**config.mk**
```make
export PLATFORM = sky130hd
export DESIGN_NAME = operand_fetch
export DESIGN_NICKNAME = d
export VERILOG_FILES = /design/src/rtl/opfetch_pkg.sv /design/src/rtl/opfetch_scoreboard.sv /design/src/rtl/operand_fetch.sv
export SDC_FILE = /design/constraint.sdc
export NUM_CORES = 1
export LEC_CHECK = 0
export BUFFER_PORTS_ARGS = -buffer_cell sky130_fd_sc_hd__buf_2
export CORE_ASPECT_RATIO = 0.6
export CORE_MARGIN = 2
export CORE_UTILIZATION = 28
export DETAILED_ROUTE_END_ITERATION = 10
export GPL_ROUTABILITY_DRIVEN = 1
export GPL_TIMING_DRIVEN = 0
export SYNTH_ARGS = -nofsm -noshare
export SYNTH_HDL_FRONTEND = slang
export SYNTH_SLANG_ARGS = --single-unit
```
**constraint.sdc**
```tcl
create_clock -name clk -period 1.9 [get_ports clk]
set_clock_uncertainty 0.05 [all_clocks]
set_input_delay 0.19 -clock clk [delete_from_list [all_inputs] [get_ports clk]]
set_output_delay 0.19 -clock clk [all_outputs]
set_load 0.05 [all_outputs]
```
**src/rtl/opfetch_pkg.sv**
```systemverilog
// opfetch_pkg: FSM state type and default widths shared by operand_fetch and its scoreboard.
package opfetch_pkg;
  localparam int DW_DEF = 32;
  localparam int AW_DEF = 5;
  typedef enum logic [1:0] {EMPTY, WAIT, FULL} state_t;
endpackage

```
**src/rtl/opfetch_scoreboard.sv**
```systemverilog
// opfetch_scoreboard: one pending bit per register, set wins over clear, register 0 never pending.
module opfetch_scoreboard import opfetch_pkg::*; #(
  parameter int AW = AW_DEF
) (
  input  logic          clk,
  input  logic          rst_n,
  input  logic          set_en_i,
  input  logic [AW-1:0] set_addr_i,
  input  logic          clr_en_i,
  input  logic [AW-1:0] clr_addr_i,
  input  logic [AW-1:0] qa_addr_i,
  input  logic [AW-1:0] qb_addr_i,
  output logic          qa_hz_o,
  output logic          qb_hz_o
);
  logic [2**AW-1:0] pend_q, pend_d;
  always_comb begin
    pend_d = pend_q;
    if (clr_en_i) pend_d[clr_addr_i] = 1'b0;
    if (set_en_i && set_addr_i != '0) pend_d[set_addr_i] = 1'b1;
  end
  always_ff @(posedge clk or negedge rst_n)
    if (!rst_n) pend_q <= '0;
    else pend_q <= pend_d;
  // a register being written back this cycle is already safe to read after the edge
  assign qa_hz_o = qa_addr_i != '0 && pend_q[qa_addr_i] && !(clr_en_i && clr_addr_i == qa_addr_i);
  assign qb_hz_o = qb_addr_i != '0 && pend_q[qb_addr_i] && !(clr_en_i && clr_addr_i == qb_addr_i);
endmodule

```
**src/rtl/operand_fetch.sv**
```systemverilog
// operand_fetch: holds one issued request, waits out RAW hazards, presents operands.
// Define OPFETCH_BYPASS_EN to forward writeback data into a waiting source on the resolving edge.
module operand_fetch import opfetch_pkg::*; #(
  parameter int DW = DW_DEF,
  parameter int AW = AW_DEF
) (
  input  logic          clk,
  input  logic          rst_n,
  input  logic          in_valid,
  output logic          in_ready,
  input  logic [AW-1:0] in_rs,
  input  logic [AW-1:0] in_rt,
  input  logic [AW-1:0] in_rd,
  input  logic          in_wen,
  output logic [AW-1:0] rf_ra1,
  output logic [AW-1:0] rf_ra2,
  input  logic [DW-1:0] rf_rd1,
  input  logic [DW-1:0] rf_rd2,
  input  logic          wb_valid,
  input  logic [AW-1:0] wb_addr,
  input  logic [DW-1:0] wb_data,
  output logic          out_valid,
  input  logic          out_ready,
  output logic [DW-1:0] out_a,
  output logic [DW-1:0] out_b,
  output logic [AW-1:0] out_rd
);
  state_t state_q;
  logic [AW-1:0] rs_q, rt_q, rd_q;
  logic wen_q, ha_q, hb_q, cap_q;
  logic [DW-1:0] a_q, b_q, op_a, op_b;
  logic accept, hz_a, hz_b, hit_a, hit_b, go, set_en;
  assign in_ready = rst_n && (state_q == EMPTY || (state_q == FULL && out_ready));
  assign accept = in_valid && in_ready;
  assign hit_a = wb_valid && wb_addr == rs_q;
  assign hit_b = wb_valid && wb_addr == rt_q;
`ifdef OPFETCH_BYPASS_EN
  assign go = (!ha_q || hit_a) && (!hb_q || hit_b);
  assign op_a = ha_q && hit_a ? wb_data : rs_q == '0 ? '0 : rf_rd1;
  assign op_b = hb_q && hit_b ? wb_data : rt_q == '0 ? '0 : rf_rd2;
`else
  logic unused_wb_data;
  assign unused_wb_data = ^wb_data;
  assign go = !ha_q && !hb_q;
  assign op_a = rs_q == '0 ? '0 : rf_rd1;
  assign op_b = rt_q == '0 ? '0 : rf_rd2;
`endif
  // a waited-on source aliasing our own rd: its writeback must not drop our pending bit
  assign set_en = accept ? in_wen : state_q == WAIT && wen_q && wb_valid && wb_addr == rd_q;
  opfetch_scoreboard #(.AW(AW)) u_sb (
    .clk       (clk),
    .rst_n     (rst_n),
    .set_en_i  (set_en),
    .set_addr_i(accept ? in_rd : rd_q),
    .clr_en_i  (wb_valid),
    .clr_addr_i(wb_addr),
    .qa_addr_i (in_rs),
    .qb_addr_i (in_rt),
    .qa_hz_o   (hz_a),
    .qb_hz_o   (hz_b)
  );
  always_ff @(posedge clk or negedge rst_n) begin
    if (!rst_n) begin
      state_q <= EMPTY;
      rs_q <= '0;
      rt_q <= '0;
      rd_q <= '0;
      wen_q <= 1'b0;
      ha_q <= 1'b0;
      hb_q <= 1'b0;
      cap_q <= 1'b0;
      a_q <= '0;
      b_q <= '0;
    end else if (accept) begin
      rs_q <= in_rs;
      rt_q <= in_rt;
      rd_q <= in_rd;
      wen_q <= in_wen;
      ha_q <= hz_a;
      hb_q <= hz_b;
      cap_q <= 1'b0;
      state_q <= hz_a || hz_b ? WAIT : FULL;
    end else if (state_q == FULL && out_ready) begin
      state_q <= EMPTY;
    end else if (state_q == WAIT) begin
      ha_q <= ha_q && !hit_a;
      hb_q <= hb_q && !hit_b;
      if (go) begin
        state_q <= FULL;
        a_q <= op_a;
        b_q <= op_b;
        cap_q <= 1'b1;
      end
    end else if (state_q == FULL && !cap_q) begin
      // freeze the combinational read so a stalled output cannot drift
      a_q <= op_a;
      b_q <= op_b;
      cap_q <= 1'b1;
    end
  end
  assign out_valid = state_q == FULL;
  assign out_a = cap_q ? a_q : op_a;
  assign out_b = cap_q ? b_q : op_b;
  assign out_rd = rd_q;
  assign rf_ra1 = rs_q;
  assign rf_ra2 = rt_q;
endmodule

```
Word level (Yosys, flattened, before mapping)
Index checks and enable logic that the tools add are counted.
W data, S select, Z words.
- $lt $le $gt $ge: 6
- equality and inequality tests: 10
- mux-type cells: 38
- bitwise logic cells: 5
- reduce and logical (&&, ||, !) cells: 45
- operators by type and width (kind ; number):
    $mux W32 ; 12
    $and A32 B32 Y32 ; 1
    $not A32 Y32 ; 1
    $or A32 B32 Y32 ; 1
    $eq A5 B5 Y1 ; 5
    $lt A5 B6 Y1 const B ; 4
    $logic_and A1 B1 Y1 ; 21
    $mux W1 ; 16
    $reduce_bool A5 Y1 ; 3
    $bmux W1 S5 ; 2
    $demux W1 S5 ; 2
    $ge A5 B1 Y1 const B ; 2
    $logic_not A5 Y1 ; 2
    $mux W2 ; 5
    $reduce_bool A3 Y1 ; 3
    $logic_not A1 Y1 ; 7
    $mux W5 ; 1
    $ne A2 B2 Y1 const B ; 2
    $reduce_and A2 Y1 ; 2
    $reduce_and A4 Y1 ; 1
    $reduce_bool A2 Y1 ; 2
    $ne A3 B3 Y1 const B ; 1
    $reduce_and A3 Y1 ; 1
    $eq A2 B1 Y1 const B ; 1
    other kinds (4) ; 6
- register bits after elaboration: 117
- input bits: 122
- output and inout bits: 81
- word-level logic and storage cells: 115

Longest topological paths before layout
Gate-level depths: netlist (run 1).
- depth after elaboration: 12
- mapped depth: 7
- depth with buffers taken out: 6

Cells and area by module
Synthesis (run 1) repeated with hierarchy kept, for this count alone.
- cell total of the unflattened synthesis: 733
- area total of the unflattened synthesis: 6565.0 sq um
- by module, submodules not included (module ; times used ; cells each ; area each (sq um) ; sequential area each (sq um)):
    operand_fetch ; 1 ; 508 ; 4466.8 ; 2127.0
    opfetch_scoreboard ; 1 ; 225 ; 2098.3 ; 800.8

Worst setup path before layout (run 1)
Ideal clock, no wire load.
- path type: flip-flop to output port
- start point: register rt_q[1], in the netlist rf_ra2[1]
- end point: output port out_b[11]
- arrival time: 2.372 ns
- required time: 1.660 ns
- path slack: -0.712 ns
- cell stages (with the launch flop): 6
- buffers on the path: 1
- cells stage by stage: dfrtp_1 nor3_1 nand2_1 clkbuf_1 nand2_1 o21ai_0
- cells in the longest elaborated chain, start to end: 3
- ends and longest elaborated chain (element ; RTL line ; source):
    start, declared ; operand_fetch.sv:29 ; logic [AW-1:0] rs_q, rt_q, rd_q;
    start signal, assigned ; operand_fetch.sv:76 ; rt_q <= in_rt;
    $logic_not A5 Y1 ; operand_fetch.sv:46 ; assign op_b = rt_q == '0 ? '0 : rf_rd2;
    $mux W32 ; operand_fetch.sv:46 ;
    $mux W32 ; operand_fetch.sv:103 ; assign out_b = cap_q ? b_q : op_b;
    end, declared ; operand_fetch.sv:25 ; output logic [DW-1:0] out_b,
Every way passes these cells.

Worst setup path in the final report (run 1)
- start point: register rs_q[1], in the netlist rf_ra1[1]
- end point: output port out_a[15]
- cells in the longest elaborated chain, start to end: 3
- ends and longest elaborated chain (element ; RTL line ; source):
    start, declared ; operand_fetch.sv:29 ;
    start signal, assigned ; operand_fetch.sv:75 ; rs_q <= in_rs;
    $logic_not A5 Y1 ; operand_fetch.sv:45 ; assign op_a = rs_q == '0 ? '0 : rf_rd1;
    $mux W32 ; operand_fetch.sv:45 ;
    $mux W32 ; operand_fetch.sv:102 ; assign out_a = cap_q ? a_q : op_a;
    end, declared ; operand_fetch.sv:24 ; output logic [DW-1:0] out_a,
Every way passes these cells.

==> reports/results.txt, run 1 <==
Antenna-violating nets left - 0
CP bufs+invs - 2
Type of the most critical hold path - input port to flop
Num ports - 203
Pre-antenna DRT Iters - 6
F_max - 489 MHz
CTS sink cnt - 117
Hold Path Depth - 3
Pleak - 4.79 nW
Post-Syn Area - 6190 um2
Vias per cell - 5.06
Internal power - 0.0104 W
Status - finished, violations left
Top-count cell post-synth - nand2_1
Power Density - 1900 nW/um2
Largest net degree at the start of global routing - 51
Family with the most delay on the worst path - simple AND/OR/NAND/NOR gates
Inserted Clock Buffers - 17
Initial antenna violation count - 0
Avg Inst Size Synth - 8.56 um2
Hold Violations, Final - 0
R2R Setup Slk - 0.04 ns
Most frequent cells after synthesis - nand2_1, o21ai_0, dfrtp_1
Synth Instances - 723
Final Max Slew Viols - 0
FF-to-FF path depth - 6
Worst slew pin tran - 0.761 ns
Die W - 196 um
Vias - 6387
Switch Pwr - 0.00978 W
Critical path's most frequent cell - nand2_4
Post-synth top area cell - dfrtp_1
Critical path required time - 1.66 ns
CTS Buffer Depth - 2
Fillers - 2001
Hold Path Sink - a_q[31]$_DFFE_PN0P_
Slew HR - 49.3%
DRT Wirelength - 23200 um
Clock group share of total power - 16.1%
Dpl hpwl - 15400 um
Number of synthesized flops with an enable pin - 0
Post-synth top area share - 47.3%
Grt total ovfl - 0
Critical Path Start Type - flop
Max Cap Viol - 0
CP Class - flop to output pin
Switching part of the total - 48.5%
Detailed Route Iter0 Violations - 390
CP Max Fanout - 7
Syn Nets - 845
Final worst path period share - 108%
Seq/Total Area, Yosys - 47.3%
First-pass GRT wire length - 36000 um
H-tree depth - 4
Arr. time, crit path - 1.80 ns
Row cnt - 42
Die Area - 23300 um2
Unrepaired setup endpoints after global routing - true
Ant. Diodes - 0
Avg WL per Cell - 18.4 um
Top FF cell, synth - dfrtp_1
Net count, final - 1088
Largest cells by area after synthesis - dfrtp_1, o21ai_0, nand2_1
CTS tree - built
RR Startpoint - u_sb.pend_q[5]$_DFF_PN0_
Post-layout min period - 2.04 ns
Worst IR Drop VDD - 1.07 mV
Clock root buffer master - clkbuf_16
Clock Pin Slew Worst Setup and Hold Paths - 0.06 ns
Post-route setup slack - -0.143 ns
Yosys reg bits - 117
Hold Crit Start - rf_rd1[31]
Slowest CP cell - dfrtp_2
IO buf count - 165
Initial core utilization - 28.3%
RD Place Congestion - 0.860
Crit end category - output pin
Post-synthesis cell type count - 46
Die Y - 119 um
CP max stage delay - 0.43 ns
Area added between synthesis and finish - 71.4%
Worst setup startpoint - rf_ra1[1]$_DFFE_PN0N_
Ratio of cells with drive above 1 in the final layout - 49.7%
Yosys Warn Count - 0
Asr flop ratio synth - 100%
CP Cell Sequence - nor3_4 -> nand2_4 -> clkbuf_16 -> nand2_4 -> o21ai_4 -> buf_6
Vias in the first global route - 6264
Core area - 21900 um2
Power, Total - 0.0202 W
Setup violators final - 61
DRC viols - 0
Combinational Power Share - 61.2%
Worst R2R End - state_q[0]$_DFFE_PN0P_
Final Util - 48.5%
Total Routing Usage GR - 20.2%
Clock latency on the worst-skew pair - 0.42 ns
Failing checks - setup timing
Sequential power share - 22.7%
## layer usage
metal  GRT usage (%)  wire length (um)
met1            30.5             11800
met2            27.4              9610
met3            5.78              1430
met4            6.16               379
met5               0                 0
## cell type report
| class | instances | area [um2] | area share, % |
|---|---|---|---|
| Tap cell | 286 | 358 | 3.38 |
| Multi-Input combinational cell | 551 | 4330 | 40.8 |
| Sequential cell | 117 | 2940 | 27.7 |
| Buffer | 47 | 454 | 4.28 |
| Timing Repair Buffer | 225 | 1920 | 18.1 |
| Clock inverter | 10 | 133 | 1.25 |
| Clock buffer | 20 | 447 | 4.21 |
| Inverter | 7 | 28.8 | 0.271 |
## logic make-up after synthesis
family,Yosys count,synth area share [%]
multiplexers,40,8.66
XOR/XNOR,25,3.54
buffers and inverters,55,3.60
AND/OR/NAND/NOR,273,18.7
AO/OA/AOI/OAI,213,18.2
flip-flops,117,47.3
## placed cells by master, fill, tap and decap left out, types with 5 or more instances in the layout
master	n
o21ai_0	97
nor2_1	5
nand2_8	6
buf_6	56
xor2_1	14
clkbuf_2	12
xnor2_1	11
buf_2	108
nand2_2	30
nor2b_1	5
clkbuf_1	11
buf_8	8
o21ai_2	24
mux2i_1	17
o21ai_1	24
dfrtp_1	110
buf_12	5
nand2_4	41
clkbuf_16	26
nand3_4	5
nand2_1	135
mux2_2	10
clkbuf_8	8
dfrtp_2	7
a31o_2	5
mux2i_4	5
o21ai_4	45
nand3_1	9
buf_4	42
dlygate4sd3_1	9
nand3b_1	5
## sequential cells by signal (all words and copies together), names as in the netlist
name	cells
a_q	32
b_q	32
u_sb.pend_q	32
out_rd	5
rf_ra1	5
rf_ra2	5
state_q	2
cap_q	1
ha_q	1
hb_q	1
wen_q	1
## worst max path at each step
| stage | endpoint | depth (start not counted) |
|---|---|---|
| floorplan | out_b[23] | 5 |
| global placement | u_sb.pend_q[2]$_DFF_PN0_ | 8 |
| detailed placement | u_sb.pend_q[2]$_DFF_PN0_ | 8 |
| CTS | out_b[15] | 6 |
| global route | out_a[7] | 6 |
| finish | out_a[15] | 6 |
## metrics by stage
stage                     area [um2]  TNS (ns)  cells  setup slack, ns  hold slack [ns]
after detailed placement        7960    -86.97   1175            -1.12            0.132
after global routing           10600     -9.29   1263           -0.195           0.0157
after floorplan                 6750     -1.76    723          -0.0878           -0.156
after global placement          7930   -288.10   1174            -2.53            0.399
final                          10600     -5.08   1263           -0.143           0.0134
after CTS                      10100     -5.84   1248           -0.132          0.00178
## timing repair
item / CTS / global route
gates resized for setup: 335 / 102
pin swaps: 20 / 35
endpoints found under the hold margin: 89 / 0
hold buffers: 13 / 0
cloned: 8 / 0
endpoints found under the setup margin: 179 / 166
buffers inserted: 22 / 16
## power groups by stage
stage | logic (W) | clock network [W] | registers [W]
finish | 0.0123 | 0.00324 | 0.00457
detailed placement | 0.00940 | 0 | 0.00451
global placement | 0.00932 | 0 | 0.00448
global route | 0.0131 | 0.00342 | 0.00471
floorplan | 0.00681 | 0 | 0.00481
CTS | 0.0117 | 0.00329 | 0.00451
## tightest hold or removal path, stage by stage
cell	delay [ns]
buf_2	0.10
nand2_1	0.06
o21ai_0	0.08
(Power assumes the default switching activity.)
==> run 2, diff against run 1 <==
Settings changed: BUFFER_PORTS_ARGS -buffer_cell sky130_fd_sc_hd__buf_2 to -buffer_cell sky130_fd_sc_hd__clkbuf_2.
==> reports/results.txt, run 2 (synthesized netlist as in run 1, its figures left out) <==
Hold Violations, Final - 0 (unchanged)
Critical Path Start Type - flop
Final Max Slew Viols - 0 (unchanged)
Net count, final - 1103 (+1.4%)
RR Startpoint - state_q[0]$_DFFE_PN0P_
IO buf count - 165 (unchanged)
Worst IR Drop VDD - 0.975 mV (-9.3%)
Antenna-violating nets left - 0 (unchanged)
Power Density - 1870 nW/um2 (-1.5%)
CP Class - flop to output pin
Fin cells - 1280 (+1.3%)
Type of the most critical hold path - input port to async pin
Ratio of cells with drive above 1 in the final layout - 49.5% (-0.25 points)
Post-layout min period - 2.03 ns (-0.0148 ns)
Total Routing Usage GR - 20.6% (+0.35 points)
Clock latency on the worst-skew pair - 0.42 ns (about the same)
Grt total ovfl - 0 (unchanged)
Max Cap Viol - 0 (unchanged)
Dpl hpwl - 15400 um (+0.11%)
DRT Wirelength - 24600 um (+5.9%)
First-pass GRT wire length - 36500 um (+1.5%)
Worst slew pin tran - 0.748 ns (-0.0129 ns)
Power, Total - 0.0212 W (+5.1%)
Arr. time, crit path - 1.79 ns (about the same)
CTS Buffer Depth - 2 (unchanged)
Row cnt - 42 (unchanged)
CTS sink cnt - 117 (unchanged)
Largest regs - a_q (32), b_q (32), u_sb.pend_q (32)
FF/Latch Area - 2940 um2 (about the same)
Vias per cell - 5.06 (about the same)
Ant. Diodes - 0 (unchanged)
Initial antenna violation count - 0 (unchanged)
Critical path required time - 1.66 ns (about the same)
Most frequent cells in the layout - nand2_1, clkbuf_2, dfrtp_1
Clock Pin Slew Worst Setup and Hold Paths - 0.07 ns (about the same)
Final Util - 51.7% (+3.2 points)
Pleak - 5.06 nW (+5.6%)
Slew HR - 50.1% (+0.86 points)
Vias - 6476 (+1.4%)
Critical path's most frequent cell - nand2_4
Initial core utilization - 28.3% (unchanged)
Commonest non-fill, non-tap cell in the layout - nand2_1
Area added between synthesis and finish - 82.8%
Failing checks - setup timing
Crit end category - output pin
CP Cell Sequence - nor3_4 -> nand2_4 -> clkbuf_16 -> nand2_4 -> o21ai_4 -> buf_8
Fillers - 1920 (-4.0%)
Die Area - 23300 um2 (unchanged)
CP max stage delay - 0.41 ns (-0.02 ns)
Num ports - 203 (unchanged)
Placed cell areas - 7970 um2 (about the same)
Post-Place Setup Slack - -1.03 ns (+0.0829 ns)
Post-route setup slack - -0.128 ns (+0.0148 ns)
RD Place Congestion - 0.878 (+2.1%)
Vias in the first global route - 6291 (+0.43%)
Core area - 21900 um2 (unchanged)
Clock root buffer master - clkbuf_16
Die W - 196 um (unchanged)
F_max - 493 MHz (+0.73%)
Unrepaired setup endpoints after global routing - true
DRC viols - 0 (unchanged)
Detailed Route Iter0 Violations - 497 (+27%)
CP Max Fanout - 7 (unchanged)
Placed insts - 1175 (unchanged)
Avg WL per Cell - 19.2 um (+4.5%)
CTS tree - built
Status - finished, violations left
Worst setup startpoint - rf_ra1[1]$_DFFE_PN0N_
Setup violators final - 64 (+4.9%)
Multi-input gate area - 4600 um2 (+6.3%)
Pre-antenna DRT Iters - 5 (-1)
Final worst path period share - 107% (-0.78 points)
H-tree depth - 4 (unchanged)
Inserted Clock Buffers - 17 (unchanged)
Slowest CP cell - dfrtp_1
Finished Cell Area - 11300 um2 (+6.7%)
Largest net degree at the start of global routing - 44 (-14%)
Die Y - 119 um (unchanged)
run 2: worst paths after layout:
path | to | cells after the start | slack (ns)
worst max-delay path | out_a[13] | 6 | -0.13
worst min-delay path | u_sb.pend_q[6]$_DFF_PN0_ | 5 | 0.001
worst max register to register | u_sb.pend_q[19]$_DFF_PN0_ | 7 | 0.02
worst min register to register | a_q[23]$_DFFE_PN0P_ | 2 | 0.43
max in group asynchronous | a_q[17]$_DFFE_PN0P_ | 6 | 1.05
min in group clk | b_q[10]$_DFFE_PN0P_ | 3 | 0.02
run 2: per-layer routing:
layer | part of all wire, % | GRT usage [%] | up-vias
li1 | - | - | 3021
met1 | 48 | 31.4 | 3203
met2 | 45 | 29.6 | 233
met3 | 6.0 | 3.91 | 19
met4 | 0.87 | 5.02 | 0
met5 | 0 | 0 | -
run 2: metrics by stage:
| step | TNS, ns | hold slack [ns] |
|---|---|---|
| after floorplan | -1.76 | -0.156 |
| after global placement | -335.72 | 0.402 |
| after detailed placement | -83.51 | 0.0600 |
| after CTS | -6.81 | 0.000916 |
| after global routing | -10.43 | 0.0199 |
| final | -4.87 | 0.00109 |
run 2: what timing repair did:
action / CTS / global route
pin swaps: 29 / 46
gates resized for setup: 352 / 179
hold buffers: 26 / 0
buffers inserted: 21 / 16
endpoints found under the setup margin: 174 / 154
cloned: 11 / 0
hold endpoints to repair: 93 / 0
run 2: critical path: cells and delay by family (launching register included):
family                 cells  cell delay, ns
and+or+nand+nor            3            0.50
buffers and inverters      2            0.38
AOI/OAI and AO/OA          1            0.06
DFF                        1            0.41
run 2: cell type report:
class / count / area share (%)
timing repair buffer: 240 / 20.5
inverter: 7 / 0.232
sequential: 117 / 26.0
clock buffer: 17 / 3.76
multi-input combinational: 551 / 40.7
clock inverter: 15 / 1.63
buffer: 47 / 4.10
tap: 286 / 3.16
run 2: power by group:
group          internal, W  total, W  switching (W)
registers          0.00367   0.00459       0.000921
logic              0.00522    0.0132        0.00797
clock network      0.00200   0.00340        0.00140
